File: config.mk
export PLATFORM = sky130hd
export DESIGN_NAME = rr_link_arbiter
export DESIGN_NICKNAME = d
export VERILOG_FILES = /design/src/rtl/rr_link_pkg.sv /design/src/rtl/rr_pick.sv /design/src/rtl/rr_link_arbiter.sv
export SDC_FILE = /design/constraint.sdc
export NUM_CORES = 1
export LEC_CHECK = 0
export CAP_MARGIN = 5
export CORE_ASPECT_RATIO = 1.5
export CORE_MARGIN = 1.5
export CORE_UTILIZATION = 45
export CTS_BUF_LIST = sky130_fd_sc_hd__clkbuf_4 sky130_fd_sc_hd__clkbuf_8
export DETAILED_ROUTE_END_ITERATION = 8
export GPL_ROUTABILITY_DRIVEN = 0
export PLACE_DENSITY_LB_ADDON = 0.3
export REMOVE_ABC_BUFFERS = 1
export SYNTH_ARGS = -nofsm -noshare
export SYNTH_HDL_FRONTEND = slang
export SYNTH_SLANG_ARGS = --single-unit
File: constraint.sdc
create_clock -name clk -period 3.65 [get_ports clk]
set_input_delay 1.095 -clock clk [delete_from_list [all_inputs] [get_ports clk]]
set_output_delay 1.095 -clock clk [all_outputs]
set_load 0.05 [all_outputs]
File: src/rtl/rr_link_pkg.sv
// rtl/rr_link_pkg.sv - shared types and constants for the round-robin link arbiter
package rr_link_pkg;

   typedef enum logic {
      IDLE = 1'b0,
      BUSY = 1'b1
   } state_t;

   localparam int NREQ_DEF    = 4;
   localparam int DW_DEF      = 8;
   localparam int TIMEOUT_DEF = 16;
   localparam int TO_W        = 8;

   function automatic int idx_w(input int n);
      return (n > 1) ? $clog2(n) : 1;
   endfunction

endpackage

File: src/rtl/rr_pick.sv
// rtl/rr_pick.sv - combinational round-robin pick: first set request at or after ptr, wrapping
module rr_pick
   import rr_link_pkg::*;
#(
   parameter int NREQ = NREQ_DEF,
   localparam int IW  = idx_w(NREQ)
) (
   input  logic [NREQ-1:0] req,
   input  logic [IW-1:0]   ptr,
   output logic [NREQ-1:0] gnt,
   output logic [IW-1:0]   idx,
   output logic            any
);

   logic [IW-1:0] j;

   always_comb begin
      gnt = '0;
      idx = '0;
      any = 1'b0;
      j   = '0;
      for (int i = 0; i < NREQ; i++) begin
         j = IW'((int'(ptr) + i) % NREQ);
         if (!any && req[j]) begin
            any    = 1'b1;
            gnt[j] = 1'b1;
            idx    = j;
         end
      end
   end

endmodule

File: src/rtl/rr_link_arbiter.sv
// rtl/rr_link_arbiter.sv - packet round-robin arbiter onto one registered link; ARB_TIMEOUT_EN adds stall release
module rr_link_arbiter
   import rr_link_pkg::*;
#(
   parameter int NREQ    = NREQ_DEF,
   parameter int DW      = DW_DEF,
   parameter int TIMEOUT = TIMEOUT_DEF
) (
   input  logic             clk,
   input  logic             rst_n,
   input  logic [NREQ-1:0]    req_valid,
   input  logic [NREQ*DW-1:0] req_data,
   input  logic [NREQ-1:0]    req_last,
   output logic [NREQ-1:0]    req_ready,
   output logic             out_valid,
   output logic [DW-1:0]    out_data,
   output logic             out_last,
   input  logic             out_ready,
   output logic [NREQ-1:0]  grant,
   output logic             busy,
   output logic             err_timeout
);

   localparam int IW = idx_w(NREQ);

   state_t          state, state_nxt;
   logic [IW-1:0]   ptr, gidx;
   logic [NREQ-1:0] pick_gnt;
   logic [IW-1:0]   pick_idx;
   logic            pick_any;
   logic            own_valid, own_last, own_ready;
   logic [DW-1:0]   own_data;
   logic            xfer, pkt_end, timeout_hit;

   rr_pick #(.NREQ(NREQ)) u_pick (
      .req (req_valid),
      .ptr (ptr),
      .gnt (pick_gnt),
      .idx (pick_idx),
      .any (pick_any)
   );

   always_comb begin
      own_valid = 1'b0;
      own_last  = 1'b0;
      own_data  = '0;
      for (int i = 0; i < NREQ; i++) begin
         if (gidx == IW'(i)) begin
            own_valid = req_valid[i];
            own_last  = req_last[i];
            own_data  = req_data[i*DW +: DW];
         end
      end
   end

   assign xfer    = own_ready & own_valid;
   assign pkt_end = xfer & own_last;

   always_ff @(posedge clk or negedge rst_n) begin
      if (!rst_n) state <= IDLE;
      else        state <= state_nxt;
   end

   always_comb begin
      state_nxt = state;
      case (state)
         IDLE:    if (pick_any) state_nxt = BUSY;
         BUSY:    if (pkt_end || timeout_hit) state_nxt = IDLE;
         default: state_nxt = IDLE;
      endcase
   end

   // Owner may push whenever the output register is empty or draining this cycle.
   always_comb begin
      own_ready = 1'b0;
      if (state == BUSY) own_ready = out_ready | ~out_valid;
      req_ready = grant & {NREQ{own_ready}};
   end

   always_ff @(posedge clk or negedge rst_n) begin
      if (!rst_n) begin
         grant <= '0;
         gidx  <= '0;
         ptr   <= '0;
         busy  <= 1'b0;
      end else begin
         busy <= (state_nxt == BUSY);
         if (state == IDLE && pick_any) begin
            grant <= pick_gnt;
            gidx  <= pick_idx;
         end else if (state == BUSY && (pkt_end || timeout_hit)) begin
            grant <= '0;
            ptr   <= (gidx == IW'(NREQ-1)) ? '0 : gidx + 1'b1;
         end
      end
   end

   always_ff @(posedge clk or negedge rst_n) begin
      if (!rst_n) begin
         out_valid <= 1'b0;
         out_data  <= '0;
         out_last  <= 1'b0;
      end else if (xfer) begin
         out_valid <= 1'b1;
         out_data  <= own_data;
         out_last  <= own_last;
      end else if (out_ready) begin
         out_valid <= 1'b0;
      end
   end

`ifdef ARB_TIMEOUT_EN
   localparam logic [TO_W-1:0] TO_LAST = TO_W'(TIMEOUT - 1);
   logic [TO_W-1:0] stall_cnt;

   assign timeout_hit = (state == BUSY) && !own_valid && (stall_cnt == TO_LAST);

   always_ff @(posedge clk or negedge rst_n) begin
      if (!rst_n) begin
         stall_cnt   <= '0;
         err_timeout <= 1'b0;
      end else begin
         err_timeout <= timeout_hit;
         if (state != BUSY || own_valid || timeout_hit) stall_cnt <= '0;
         else                                          stall_cnt <= stall_cnt + 1'b1;
      end
   end
`else
   // No stall counter: folds to 0 for any legal TIMEOUT, grant held until the last beat.
   assign timeout_hit = (TIMEOUT < 0);
   assign err_timeout = 1'b0;
`endif

endmodule

==> results of run 1 <==
[worst min-delay path by stage]
| stage | from | end | slack (ps) | cells past startpoint |
|---|---|---|---|---|
| after global routing | out_data[4]$_DFFE_PN0P_ | out_data[4]$_DFFE_PN0P_ | 520 | 2 |
| after detailed placement | out_last$_DFFE_PN0P_ | out_last$_DFFE_PN0P_ | 470 | 2 |
| after floorplan | gidx[0]$_DFFE_PN0P_ | gidx[0]$_DFFE_PN0P_ | 520 | 2 |
| after CTS | out_last$_DFFE_PN0P_ | out_last$_DFFE_PN0P_ | 490 | 2 |
| final | out_last$_DFFE_PN0P_ | out_last$_DFFE_PN0P_ | 480 | 2 |
| after global placement | out_last$_DFFE_PN0P_ | out_last$_DFFE_PN0P_ | 460 | 2 |
[logic make-up (layout without fill, tap and decap cells)]
kind of cell / Yosys count / after routing / share of synthesized area [%]
simple gates: 58 / 58 / 19.1
other cells: 1 / 1 / 0.239
compound gates: 56 / 56 / 25.1
flops: 19 / 19 / 30.3
fa+ha+maj: 12 / 12 / 9.58
xor+xnor: 1 / 1 / 0.559
mux: 9 / 9 / 9.18
buf+inv: 21 / 79 / 5.91
[flip-flops by register name (all words and copies together) (netlist names)]
name,flops
out_data,8
grant,4
gidx,2
ptr,2
busy,1
out_last,1
out_valid,1
[layout make-up]
cell class / count / area [um^2] / share of cell area (%)
clock inverters: 1 / 5.00 / 0.218
flip-flops and latches: 19 / 475 / 20.7
multi-input cells: 137 / 1000 / 43.5
well taps: 42 / 52.6 / 2.29
inverters: 9 / 33.8 / 1.47
repair buffers: 66 / 688 / 30.0
clock buffers: 3 / 41.3 / 1.80
[placed cells by master, fill, tap and decap left out, types with 5 or more instances in the layout]
cell / instances
clkdlybuf4s50_1: 57
nand2_1: 19
a21oi_1: 19
dfrtp_1: 19
nor2_1: 12
ha_1: 12
o21ai_0: 10
a221oi_1: 9
inv_1: 8
nor3_1: 8
nand3b_1: 6
buf_4: 5
[worst register-to-register path, stage by stage (launching register included)]
cell and delay [ps]:
dfrtp_1 430, inv_1 120, ha_1 430, nor2b_1 90, buf_4 180, a221oi_1 320
nor4b_1 120, a41oi_2 420, mux2_2 390
[per-layer routing]
| metal | vias to the layer above | share of wire, % | global-route usage (%) |
|---|---|---|---|
| met3 | 4 | 6.1 | 3.33 |
| met1 | 688 | 41 | 24.5 |
| met5 | - | 0 | 0 |
| li1 | 757 | - | - |
| met4 | 0 | 1.1 | 5.71 |
| met2 | 48 | 51 | 43.4 |
[metrics by stage]
step	cell area (um^2)	cells	hold WS, ps
after floorplan	1510	165	521
after global placement	2250	273	460
after detailed placement	2250	273	468
after CTS	2300	277	486
after global routing	2300	277	515
final	2300	277	485
[power by group through the flow]
stage	clock network (mW)	logic (mW)	registers (mW)
CTS	0.148	1.50	0.371
finish	0.146	1.49	0.370
detailed placement	0	1.50	0.374
global placement	0	1.48	0.370
floorplan	0	0.769	0.625
global route	0.156	1.62	0.385
==> results.py, run 1 <==
metrics = {
    "setup_path": {
        "cp_num_buf_inv": 2,
        "crit_fanout": 6,
        "worst-setup-path-type": "in -> out",
        "arrival_ps": 2120,
        "reg2reg_depth": 8,
        "r2r_slack_ps": 1040,
        "crit_slowest_cell": "clkdlybuf4s50_1",
        "crit_end": "req_ready[2]",
        "timing.rr.start": "gidx[1]$_DFFE_PN0P_",
        "crit_path_end_kind": "output pin",
        "startpoint": "out_ready",
        "path_cells": "clkdlybuf4s50_1 -> nand2b_1 -> and3_1 -> buf_12",
        "r2r_end": "ptr[0]$_DFFE_PN0P_",
        "cpLargestDelayFamily": "buffers and inverters",
        "slowest_delay_ps": 450,
        "worstSetupPathDepth": 4,
        "cp.required_ps": 2550,
        "start_kind": "input pin",
    },
    "worst_hold_path": {
        "min_path_type": "reg -> reg",
    },
    "power": {
        "power.switching_uw": 999,
        "ir_drop_mv": 0.707,
        "finalPower_mw": 2.01,
        "power_frac_comb_pct": 74.3,
        "pwr_density_cell_nw_per_um2": 874,
        "p_leak_nw": 0.949,
        "power.internal_mw": 1.01,
        "power_frac_clock_pct": 7.3,
        "p_seq_share_pct": 18.5,
        "switching_share_pct": 49.8,
    },
    "yosys": {
        "synth_cell_types": 38,
        "synth_top_flop_cell": "dfrtp_1",
        "synthTopCellsByCount": "a21oi_1 (19), dfrtp_1 (19), nand2_1 (19)",
        "ys_seq_elements": 19,
        "syn_inst": 177,
        "async_flop_share_pct": 100,
        "synth_top_area_cell": "dfrtp_1",
        "yosysTopAreaCellShare_pct": 30.3,
        "synth_warnings": 0,
        "syn_area_um2": 1570,
        "ys_seq_area_share_pct": 30.3,
        "synth_edf_count": 0,
        "synth_area_leaders": "dfrtp_1 (30%), ha_1 (9.6%), a21oi_1 (6.1%)",
        "syn_avg_cell_area_um2": 8.86,
    },
    "detailed_routing": {
        "postRouteAntennaNets": 0,
        "wl_um": 4080,
        "drt_iter0_drc": 15,
        "vias_per_cell": 5.40,
        "wl_per_cell_um": 14.7,
        "drc": 0,
        "drt_first_pass_iters": 4,
        "num_vias": 1497,
    },
    "clock_network": {
        "cts_tree": "built",
        "cts_num_sinks": 19,
        "clkSlewWorstSetupHoldPaths_ps": 70,
        "cts_made_buffers": 3,
        "cts_resized": 0,
        "cts-htree-levels": 1,
        "postCtsHoldBufs": 0,
        "cts_buffer_depth": 2,
        "post_cts_buffers": 0,
        "cts-root-buf": "clkbuf_8",
        "clk_latency_ps": 250,
    },
    "floorplanning": {
        "ios": 63,
        "start_util_pct": 46.3,
        "die-area_um2": 3850,
        "die_height_um": 75.3,
        "core-area_um2": 3380,
        "die_w_um": 51.2,
        "rows": 26,
    },
    "placed_design": {
        "portBuffers": 61,
        "place_hpwl_um": 3210,
        "preCtsSetupSlack_ps": 327,
    },
    "timing": {
        "finalCritPeriodShare_pct": 88.1,
        "relSlewSlack_pct": 40.9,
        "fin_ws_ps": 433,
        "period_minus_slack_ps": 3220,
        "hold_viol_final": 0,
        "setup_tns_ps": 0,
        "maxSlewViolCount": 0,
        "grt_setup_unrepaired": "false",
        "worstMarginPinSlew_ps": 884,
        "finalSetupViolCount": 0,
        "timing.fmax_mhz": 311,
        "fin_skew_ps": 5.00,
    },
    "cells_and_area": {
        "fill_cells": 290,
        "final_util_pct": 67.9,
        "num-nets-final": 291,
        "antennaDiodeCount": 0,
        "areaGrowthSynthToFinish_pct": 46.4,
        "drive_above_1_share_pct": 10.2,
    },
    "global_route": {
        "antenna_found_initial": 0,
        "first_global_vias": 1428,
        "grt_usage_pct": 22.1,
        "grt_max_degree": 21,
        "grt_pass1_wl_um": 6510,
        "grt-ovfl-total": 0,
    },
    "run_status": {
        "status": "finished clean",
    },
    "job": {
        "max_cap_viol_count": 0,
    },
}
(Power assumes the default switching activity.)
==> run 2, diff against run 1 <==
Settings changed: CORE_MARGIN 1.5 to 8.
==> run 2 against run 1 <==
Core utilization is the same. Maximum frequency shrank 0.50%. Via count grew 3.1%. Register-to-register slack gained 30 ps. Critical path depth is the same. Worst hold slack lost 2.9 ps. Setup slack lost 16 ps. Sequential share of layout area is the same. Cell count is the same. Global-route usage shrank 5.5 points. Combinational power is essentially flat. Critical path type unchanged. Largest cell class unchanged.
==> results.py, run 2 (synthesis gave the netlist of run 1 again) <==
metrics = {
    "detailed_routing": {
        "postRouteAntennaNets": 0,
        "wl_per_cell_um": 16.3,
        "wl_um": 4510,
        "drc": 0,
        "num_vias": 1543,
        "drt_iter0_drc": 59,
        "vias_per_cell": 5.57,
        "drt_first_pass_iters": 4,
    },
    "worst_hold_path": {
        "worst_hold_startpoint": "out_data[4]$_DFFE_PN0P_",
        "hold_depth": 2,
        "hold_end": "out_data[4]$_DFFE_PN0P_",
        "min_path_type": "reg -> reg",
    },
    "global_route": {
        "grt_pass1_wl_um": 7720,
        "grt-ovfl-total": 0,
        "grt_max_degree": 21,
        "grt_util_met1_pct": 18.4,
        "antenna_found_initial": 0,
        "use_met3_pct": 3.68,
        "first_global_vias": 1672,
        "busiest_layer": "met2",
        "grt_usage_pct": 16.6,
        "grt_use_met2_pct": 30.1,
    },
    "cells_and_area": {
        "top_regs": "out_data x8, grant x4",
        "final_common_cell": "clkdlybuf4s50_1",
        "drive_above_1_share_pct": 10.2,
        "final_util_pct": 67.9,
        "top_register": "out_data",
        "finish.instance_area_um2": 2300,
        "areaGrowthSynthToFinish_pct": 46.4,
        "final_cells": 277,
        "final_cell_mix": "clkdlybuf4s50_1 (57), nand2_1 (19), a21oi_1 (19), dfrtp_1 (19)",
        "num-nets-final": 291,
        "antennaDiodeCount": 0,
        "largest_reg_flops": 8,
    },
    "placed_design": {
        "place_hpwl_um": 3620,
        "portBuffers": 61,
        "dpl_cell_area_um2": 2250,
        "preCtsSetupSlack_ps": 335,
        "post-place-cells": 273,
    },
    "floorplanning": {
        "die-area_um2": 5670,
        "die_height_um": 88.3,
        "die_w_um": 64.2,
        "core-area_um2": 3380,
        "start_util_pct": 46.3,
        "rows": 26,
        "ios": 63,
    },
    "clock_network": {
        "postCtsHoldBufs": 0,
        "clk_latency_ps": 250,
        "cts-root-buf": "clkbuf_8",
        "cts-htree-levels": 1,
        "cts_resized": 0,
        "cts_made_buffers": 3,
        "cts_tree": "built",
        "cts_num_sinks": 19,
        "cts_buffer_depth": 2,
        "clkSlewWorstSetupHoldPaths_ps": 70,
        "post_cts_buffers": 0,
    },
    "timing": {
        "timing.fmax_mhz": 309,
        "fin_ws_ps": 416,
        "hold-worst-slack_ps": 482,
        "relSlewSlack_pct": 42.4,
        "finalCritPeriodShare_pct": 88.6,
        "grt_setup_unrepaired": "false",
        "hold_viol_final": 0,
        "setup_tns_ps": 0,
        "finalSetupViolCount": 0,
        "maxSlewViolCount": 0,
        "fin_skew_ps": 1.68,
        "worstMarginPinSlew_ps": 861,
        "period_minus_slack_ps": 3230,
    },
    "power": {
        "power_frac_comb_pct": 74.3,
        "power.internal_mw": 1.01,
        "pwr_density_cell_nw_per_um2": 877,
        "switching_share_pct": 50.0,
        "power_frac_clock_pct": 7.3,
        "ir_drop_mv": 0.550,
        "p_leak_nw": 0.949,
        "p_seq_share_pct": 18.3,
        "finalPower_mw": 2.01,
        "power.switching_mw": 1.01,
    },
    "setup_path": {
        "cp.required_ps": 2550,
        "r2r_slack_ps": 1070,
        "worst-setup-path-type": "in -> out",
        "crit_fanout": 6,
        "timing.rr.start": "gidx[1]$_DFFE_PN0P_",
        "arrival_ps": 2140,
        "reg2reg_depth": 8,
        "start_kind": "input pin",
        "r2r_end": "ptr[1]$_DFFE_PN0P_",
        "crit_path_end_kind": "output pin",
    },
    "job": {
        "max_cap_viol_count": 0,
    },
    "run_status": {
        "status": "finished clean",
    },
}
[run 2: cell counts in the layout (fill, tap and decap cells not counted)]
Identical to the previous run, type by type.
[run 2: worst max path at each step]
stage,startpoint,end,slack (ps)
finish,out_ready,req_ready[2],420
global route,out_ready,req_ready[0],330
CTS,out_ready,req_ready[2],400
detailed placement,req_valid[3],grant[1]$_DFFE_PN0P_,340
global placement,req_valid[3],grant[0]$_DFFE_PN0P_,380
floorplan,out_ready,req_ready[0],840
[run 2: routing by layer]
metal | vias to the layer above | share of wire [%]
met2 | 48 | 50
met5 | - | 0
met1 | 729 | 43
met4 | 0 | 1.5
met3 | 6 | 5.4
li1 | 760 | -
[run 2: area by class of cell]
cell class / count / area [um^2]
Clock buffer: 3 / 41.3
Clock inverter: 1 / 5.00
Fill cell: 274 / 1090
Inverter: 9 / 33.8
Multi-Input combinational cell: 137 / 1000
Sequential cell: 19 / 475
Tap cell: 42 / 52.6
Timing Repair Buffer: 66 / 688
[run 2: worst max-delay path: stages]
cell and delay (ps):
clkdlybuf4s50_1 450, nand2b_1 200, and3_1 240, buf_12 150
[run 2: power groups by stage]
stage / Sequential, mW / Combinational [mW] / Clock (mW)
floorplan: 0.625 / 0.769 / 0
global placement: 0.369 / 1.48 / 0
detailed placement: 0.373 / 1.50 / 0
CTS: 0.370 / 1.51 / 0.148
global route: 0.382 / 1.64 / 0.156
finish: 0.369 / 1.50 / 0.148
